$ cat src/rtl/decode_pkg.sv
// Shared decode definitions: operation codes, condition codes, decoded field layout
// and the combinational instruction decoder used at the queue tail.
package decode_pkg;

  localparam logic [5:0] OP_ADD   = 6'd0;
  localparam logic [5:0] OP_ADDI  = 6'd1;
  localparam logic [5:0] OP_SUB   = 6'd2;
  localparam logic [5:0] OP_AND   = 6'd3;
  localparam logic [5:0] OP_ORR   = 6'd4;
  localparam logic [5:0] OP_EOR   = 6'd5;
  localparam logic [5:0] OP_MOV   = 6'd6;
  localparam logic [5:0] OP_MVN   = 6'd7;
  localparam logic [5:0] OP_CMP   = 6'd8;
  localparam logic [5:0] OP_TST   = 6'd9;
  localparam logic [5:0] OP_TEQ   = 6'd10;
  localparam logic [5:0] OP_BIC   = 6'd11;
  localparam logic [5:0] OP_MOVI  = 6'd12;
  localparam logic [5:0] OP_CMPI  = 6'd13;
  localparam logic [5:0] OP_B     = 6'd31;
  localparam logic [5:0] OP_BL    = 6'd32;
  localparam logic [5:0] OP_LDR   = 6'd41;
  localparam logic [5:0] OP_STR   = 6'd42;
  localparam logic [5:0] OP_UNDEF = 6'd63;

  typedef enum logic [3:0] {
    COND_EQ, COND_NE, COND_CS, COND_CC, COND_MI, COND_PL, COND_VS, COND_VC,
    COND_HI, COND_LS, COND_GE, COND_LT, COND_GT, COND_LE, COND_AL, COND_NV
  } cond_e;

  // Stored fields; the queue wraps this with the PC, whose width is a module parameter.
  typedef struct packed {
    logic [5:0]  op;
    logic [3:0]  cond;
    logic [3:0]  rn;
    logic [3:0]  rd;
    logic [3:0]  rm;
    logic [7:0]  shift;
    logic [3:0]  rot;
    logic [7:0]  imm8;
    logic [11:0] off12;
    logic [23:0] br_off;
    logic        is_imm;
    logic        set_flags;
    logic        undef;
  } decoded_t;

  function automatic decoded_t decode(input logic [31:0] i);
    decoded_t d;
    d.op        = OP_UNDEF;
    d.cond      = i[31:28];
    d.rn        = i[19:16];
    d.rd        = i[15:12];
    d.rm        = i[3:0];
    d.shift     = i[11:4];
    d.rot       = i[11:8];
    d.imm8      = i[7:0];
    d.off12     = i[11:0];
    d.br_off    = i[23:0];
    d.is_imm    = 1'b0;
    d.set_flags = 1'b0;
    if (i[27:26] == 2'b00) begin
      d.is_imm    = i[25];
      d.set_flags = i[20];
      case (i[24:21])
        4'h0:    d.op = OP_AND;
        4'h1:    d.op = OP_EOR;
        4'h2:    d.op = OP_SUB;
        4'h4:    d.op = i[25] ? OP_ADDI : OP_ADD;
        4'h8:    d.op = OP_TST;
        4'h9:    d.op = OP_TEQ;
        4'hA:    d.op = i[25] ? OP_CMPI : OP_CMP;
        4'hC:    d.op = OP_ORR;
        4'hD:    d.op = i[25] ? OP_MOVI : OP_MOV;
        4'hE:    d.op = OP_BIC;
        4'hF:    d.op = OP_MVN;
        default: d.op = OP_UNDEF;
      endcase
    end else if (i[27:25] == 3'b101) begin
      d.op = i[24] ? OP_BL : OP_B;
    end else if (i[27:26] == 2'b01) begin
      d.is_imm = i[25];
      d.op     = i[20] ? OP_LDR : OP_STR;
      if (!i[20]) d.rm = i[15:12];
    end
    d.undef = (d.op == OP_UNDEF);
    return d;
  endfunction

endpackage

$ cat src/rtl/cond_eval.sv
// Condition-code pass/fail against NZCV flags; purely combinational so execute can reuse it.
module cond_eval
  import decode_pkg::*;
(
  input  logic [3:0] cond,
  input  logic [3:0] flags,
  output logic       pass
);

  logic n, z, c, v;
  assign {n, z, c, v} = flags;

  always_comb begin
    pass = 1'b1;
    case (cond_e'(cond))
      COND_EQ: pass = z;
      COND_NE: pass = !z;
      COND_CS: pass = c;
      COND_CC: pass = !c;
      COND_MI: pass = n;
      COND_PL: pass = !n;
      COND_VS: pass = v;
      COND_VC: pass = !v;
      COND_HI: pass = c && !z;
      COND_LS: pass = !c || z;
      COND_GE: pass = (n == v);
      COND_LT: pass = (n != v);
      COND_GT: pass = !z && (n == v);
      COND_LE: pass = z || (n != v);
      default: pass = 1'b1;
    endcase
  end

endmodule

$ cat src/rtl/decode_queue.sv
// Registered decode stage: decodes at the tail, queues DEPTH entries, and evaluates
// the head condition against live flags. No combinational path from in_* to out_*.
module decode_queue
  import decode_pkg::*;
#(
  parameter int DEPTH  = 4,
  parameter int ADDR_W = 32
) (
  input  logic                     clk,
  input  logic                     reset,
  input  logic                     flush,
  input  logic                     in_valid,
  output logic                     in_ready,
  input  logic [31:0]              in_instr,
  input  logic [ADDR_W-1:0]        in_pc,
  output logic                     out_valid,
  input  logic                     out_ready,
  output logic [ADDR_W-1:0]        out_pc,
  output logic [5:0]               out_op,
  output logic [3:0]               out_cond,
  output logic [3:0]               out_rn,
  output logic [3:0]               out_rd,
  output logic [3:0]               out_rm,
  output logic [7:0]               out_shift,
  output logic [3:0]               out_rot,
  output logic [7:0]               out_imm8,
  output logic [11:0]              out_off12,
  output logic [23:0]              out_br_off,
  output logic                     out_is_imm,
  output logic                     out_set_flags,
  output logic                     out_undef,
  input  logic [3:0]               flags,
  output logic                     out_exec,
  output logic [$clog2(DEPTH):0]   occupancy
);

  localparam int PTR_W = $clog2(DEPTH);

  typedef struct packed {
    logic [ADDR_W-1:0] pc;
    decoded_t          d;
  } entry_t;

  entry_t           mem [DEPTH];
  entry_t           head_e;
  logic [PTR_W-1:0] head, tail;
  logic [PTR_W:0]   count;
  logic             full, push, pop;

  assign full      = (count == (PTR_W+1)'(DEPTH));
  assign in_ready  = !full && !reset;
  assign out_valid = (count != '0);
  assign push      = in_valid && in_ready && !flush;
  assign pop       = out_valid && out_ready && !flush;
  assign occupancy = count;

  // Storage is reset too, so a freshly reset queue presents all-zero fields.
  always_ff @(posedge clk or posedge reset) begin
    if (reset) begin
      head  <= '0;
      tail  <= '0;
      count <= '0;
      for (int k = 0; k < DEPTH; k++) mem[k] <= '0;
    end else if (flush) begin
      head  <= '0;
      tail  <= '0;
      count <= '0;
    end else begin
      if (push) begin
        mem[tail] <= '{pc: in_pc, d: decode(in_instr)};
        tail      <= tail + PTR_W'(1);
      end
      if (pop) head <= head + PTR_W'(1);
      case ({push, pop})
        2'b10:   count <= count + 1'b1;
        2'b01:   count <= count - 1'b1;
        default: count <= count;
      endcase
    end
  end

  assign head_e        = mem[head];
  assign out_pc        = head_e.pc;
  assign out_op        = head_e.d.op;
  assign out_cond      = head_e.d.cond;
  assign out_rn        = head_e.d.rn;
  assign out_rd        = head_e.d.rd;
  assign out_rm        = head_e.d.rm;
  assign out_shift     = head_e.d.shift;
  assign out_rot       = head_e.d.rot;
  assign out_imm8      = head_e.d.imm8;
  assign out_off12     = head_e.d.off12;
  assign out_br_off    = head_e.d.br_off;
  assign out_is_imm    = head_e.d.is_imm;
  assign out_set_flags = head_e.d.set_flags;
  assign out_undef     = head_e.d.undef;

  cond_eval u_cond_eval (
    .cond  (head_e.d.cond),
    .flags (flags),
    .pass  (out_exec)
  );

endmodule

$ cat config.mk
export PLATFORM = sky130hd
export DESIGN_NAME = decode_queue
export DESIGN_NICKNAME = d
export VERILOG_FILES = /design/src/rtl/decode_pkg.sv /design/src/rtl/cond_eval.sv /design/src/rtl/decode_queue.sv
export SDC_FILE = /design/constraint.sdc
export NUM_CORES = 1
export LEC_CHECK = 0
export CORE_MARGIN = 2
export CORE_UTILIZATION = 59
export CTS_CLUSTER_SIZE = 24
export DETAILED_ROUTE_END_ITERATION = 10
export PLACE_DENSITY = 0.85
export SYNTH_ARGS = -nofsm -noshare
export SYNTH_HDL_FRONTEND = slang
export SYNTH_SLANG_ARGS = --single-unit
$ cat constraint.sdc
create_clock -name clk -period 15.3 [get_ports clk]
set_input_delay 2.295 -clock clk [delete_from_list [all_inputs] [get_ports clk]]
set_output_delay 2.295 -clock clk [all_outputs]
set_load 0.02 [all_outputs]
# After elaboration in Yosys (flattened, before gate mapping)
# Cells that the tools add are included.
# totals
regBits	459
in_bits	73
output_inout_bits	119
word_cells	163
# op_classes
add_sub_neg	4
order_cmp	3
n_eq_ne	31
muxes	38
bitwise_logic	3
n_reduce_logical	25
# op_table
cell	n
bitwise mux 452 bit	1
2-to-1 mux 113 bit	3
binary-select mux 113 bit (select 2 bit)	1
demux 113 bit (select 2 bit)	1
one-hot mux 6 bit (11 select lines)	1
equality test 4 bit, second input constant	13
2-to-1 mux 6 bit	5
2-to-1 mux 4 bit	7
equality test 4 x 3 -> 1 bit, second input constant	5
one-hot mux 1 bit (14 select lines)	1
equality test 4 x 2 -> 1 bit, second input constant	3
2-to-1 mux 2 bit	5
2-to-1 mux 1 bit	9
equality test 4 x 1 -> 1 bit, second input constant	2
logical AND 1 bit	8
logical NOT 4 bit	2
logical NOT 1 bit	7
equality test 3 bit, second input constant	2
equality test 6 bit, second input constant	1
greater-or-equal comparator 3 bit, second input constant	2
2-to-1 mux 3 bit	2
NOT 2 -> 3 bit	2
one-hot mux 3 bit (2 select lines)	1
nonzero test 3 bit	2
14 further kinds	18

# Depth between registers and ports, before layout
# depth
ltp_word	9
mapped_depth	7
mapped_depth_nobuf	7

# By module
# Synthesis repeated with hierarchy kept, for this count alone.
# hier_totals
cells_unflattened	903
hier_area_um2	13978.4
# modules_own_cells
module	instances	cells_each	area_per_inst_um2	seq_area_each_um2
decode_queue	1	880	13813.2	7482.2
cond_eval	1	23	165.2	0.0

# Least setup slack after synthesis
# No wires, ideal clock.
# synth_timing
kind	input port to output port
from	in flags[0]
to	out out_exec
arrival_ns	3.244
required_ns	13.005
slack_ns	9.761
cell_stages	5
path_buffers	0
path_cell_list	xor2_1 -> nor2_1 -> a31oi_1 -> mux2i_1 -> nor3b_2
# synth_via
elab_chain_cells	3
elab_cells_between_ends	6
classes_between	eq/ne (2); mux (1); reduce/logical (3)
# synth_lines
element	line_no	source
start: declaration	decode_queue.sv:32	input logic [3:0] flags,
inequality test 1 bit or equality test 1 bit (tied branches)	--	
logical OR 1 bit or logical AND 1 bit (tied branches)	cond_eval.sv:29, cond_eval.sv:28	
one-hot mux 1 bit (14 select lines) (*)	cond_eval.sv:15	case (cond_e'(cond))
end: declaration	decode_queue.sv:33	output logic out_exec,
# Mark *: on every way between the ends. The rest lies on a longest branch, timed or not.

# Worst setup path in the final report
# layout_timing
from	in flags[3]
to	out out_exec
# Same word-level chain as after synthesis.

==> qor.txt <==
xor and xnor fraction of the mapped netlist area: 0.444%
Post-synth EDFFs: 0
Slew HR: 21.0%
Worst EP required: 13,010 ps
Startpoint Class: input pin
# hold bufs at CTS: 0
die span in x: 157 um
Compound-Gate Fraction of Synth Area: 2.83%
status: finished clean
CP max-delay cell: clkdlybuf4s50_1
setup bufs post-CTS: 0
LEAKAGE: 8.15 nW
sequential power share: 36.5%
Slew @ Worst Pin: 1180 ps
FMAX: 0.151 GHz
Die Area: 24,600 um2
Routed WL per cell: 18.5 um
Synth Area per Inst: 9.69 um2
R2R cell count: 5
Clock transition at path regs: 60 ps
area leader, netlist: dfrtp_1
Resized cells post-CTS: 0
global route hottest layer: met2
switching share of power: 34.5%
CP Cell Sequence: clkdlybuf4s50_1, xor2_1, nor2_1, a31oi_1, mux2i_1, nor3b_2, clkdlybuf4s50_1
Root Buffer: clkbuf_16
commonest non-fill, non-tap cell in the layout: nand2_1
Num CTS Buffers: 31
DR DRC count: 0
Yosys Warn Count: 0
first-pass GRT wire length: 56,400 um
synth unique cells: 44
core area: 22,800 um2
met1 usage in global routing: 39.4%
CP max stage delay: 630 ps
internal power: 2.10 mW
Psw: 1.10 mW
hold path depth: 2
mux cell area share after synthesis: 13.7%
Yosys reg bits: 299
CTS tree: done
Crit Path Class: in -> out
net count after synthesis: 1,503
Period minus WS final: 6620 ps
largest net degree at the start of global routing: 149
Starting Density: 60.6%
Routed Antenna Nets: 0
met3 GRT Util: 3.69%
row count: 55
n_diodes: 0
vias in the first global route: 11,100
worst-path fanout max: 2
simple-gate share of the synthesized area: 23.1%
# Max-Cap Violations: 0
crit-path most repeated cell: clkdlybuf4s50_1
synthesized area: 13,800 um2
Final Max Slew Viols: 0
Hold Vio Cnt, Final: 0
Mapped Cells: 1,425
NumNets Final: 1,616
initial antenna violation count: 0
Synth Area in Adders: 0.507%
Overflow after GRT: 0
vias: 10,600
combinational power share: 40.3%
port bufs: 191
peak supply drop: 147 uV
RSZ-0062 raised after global routing: false
Crit. End Element: primary output
Area contributors post-synth: dfrtp_1 (54%), nand2_1 (21%), mux4_2 (12%), buf_4 (2.2%), buf_2 (2.0%)
Layout Skew: 11.4 ps
Top Ports: 192
grt met2 use: 49.9%
post-route clock period utilization: 43.3%
Synth top area share: 54.2%
critical path arrival: 4320 ps
layout cells sized above 1: 10.4%
latest clock arrival within the worst-skew pair: 550 ps
Die H: 157 um
post-route cell area: 16,500 um2
gpl congestion: 0.838
GRT Util Overall: 29.1%
DRT Pass-1 Iters: 5
largest family of logic cells by synthesized area: simple AND/OR/NAND/NOR gates
FFs w/ async S/R, synth: 100%
dpl cell area: 15,500 um2
Seq/Total Area, Yosys: 54.2%
clock net sink count: 299
hpwl dp: 20,000 um
final WL: 34,700 um
most frequent cells in the layout: nand2_1 (771), dfrtp_1 (297), clkdlybuf4s50_1 (191)
Top FF cell, synth: dfrtp_1
CTS HTree Levels: 1
Area growth, synth to finish: 19.9%
Clock Path Buffers: 3
final setup vio count: 0
Clock Power Share: 23.2%
Setup TNS Final: 0 ps
Cell Pwr Density: 193 nW/um2
Hold Path Class: reg -> reg
drt via density: 5.67
DRT iter0 DRCs: 907
[worst max-delay path: cells and delay by family]
| family | cells | cell delay [ps] |
|---|---|---|
| AOI/OAI and AO/OA | 1 | 210 |
| xor gates and xnor gates | 1 | 250 |
| buffers and inverters | 2 | 1130 |
| muxes | 1 | 200 |
| and+or+nand+nor | 2 | 250 |
[registers in the layout, indices dropped and copies added (netlist names)]
signal / count
mem: 292
tail: 2
occupancy: 3
head: 2
[synth_stat cells, drive strengths merged, types with 2 or more instances]
| cell | instances |
|---|---|
| nor3 | 2 |
| o21ai | 42 |
| a31o | 2 |
| nor2b | 7 |
| a21oi | 5 |
| buf | 96 |
| xor2 | 4 |
| mux2 | 13 |
| o31a | 2 |
| and3 | 2 |
| nand2 | 775 |
| nor2 | 17 |
| ha | 4 |
| clkbuf | 27 |
| and2 | 6 |
| a211oi | 3 |
| a31oi | 5 |
| mux4 | 73 |
| xnor2 | 3 |
| inv | 7 |
| nor4 | 2 |
| nor3b | 5 |
| mux2i | 10 |
| nand2b | 2 |
| dfrtp | 299 |
[kinds of logic (layout without fill, tap and decap cells)]
| logic type | Yosys count | in the layout |
|---|---|---|
| flip-flops | 299 | 299 |
| XOR/XNOR | 7 | 7 |
| buffers and inverters | 130 | 267 |
| multiplexers | 96 | 96 |
| AO/OA/AOI/OAI | 67 | 67 |
| AND/OR/NAND/NOR | 821 | 821 |
| adder cells (fa/ha/maj) | 5 | 5 |
[through the flow]
step	setup WS, ps	cells	util, %	hold slack [ps]	power, mW
2_1_floorplan	4740	1425	-	440	1.99
6_report	8680	1875	72.7	469	3.20
3_3_place_gp	8750	1818	68.2	451	2.42
3_5_place_dp	8710	1818	68.2	457	2.47
5_1_grt	8600	1875	72.7	492	3.36
4_1_cts	8690	1875	72.7	472	3.22
[layer usage]
| layer | wire length, um | up-vias |
|---|---|---|
| met5 | 0 | - |
| met4 | 691 | 0 |
| met3 | 2590 | 54 |
| met2 | 17600 | 498 |
| met1 | 13800 | 5310 |
| li1 | - | 4778 |
[final timing paths]
| kind | start | slack, ps | endpoint |
|---|---|---|---|
| setup reg to reg | occupancy[2] | 12570 | mem[189] |
| setup / recovery | flags[3] | 8680 | out_exec |
| min in group asynchronous | reset | 2540 | occupancy[2] |
| hold reg to reg | mem[18] | 470 | mem[18] |
| max in group asynchronous | reset | 11100 | mem[97] |
| hold / removal | mem[18] | 470 | mem[18] |
[power by group through the flow]
stage	Sequential, mW	Combinational [mW]	Clock (mW)
after floorplan	1.12	0.872	0
after global placement	1.16	1.26	0
after detailed placement	1.18	1.29	0
after global routing	1.19	1.38	0.782
after CTS	1.17	1.30	0.749
final	1.17	1.29	0.741
[final cells by class]
type | count | area (um2)
Clock buffer | 51 | 981
Clock inverter | 6 | 36.3
Fill cell | 1596 | 6230
Inverter | 7 | 33.8
Multi-Input combinational cell | 996 | 5620
Sequential cell | 299 | 7490
Tap cell | 313 | 392
Timing Repair Buffer | 203 | 2000
Power figures use the tool's default switching activity.
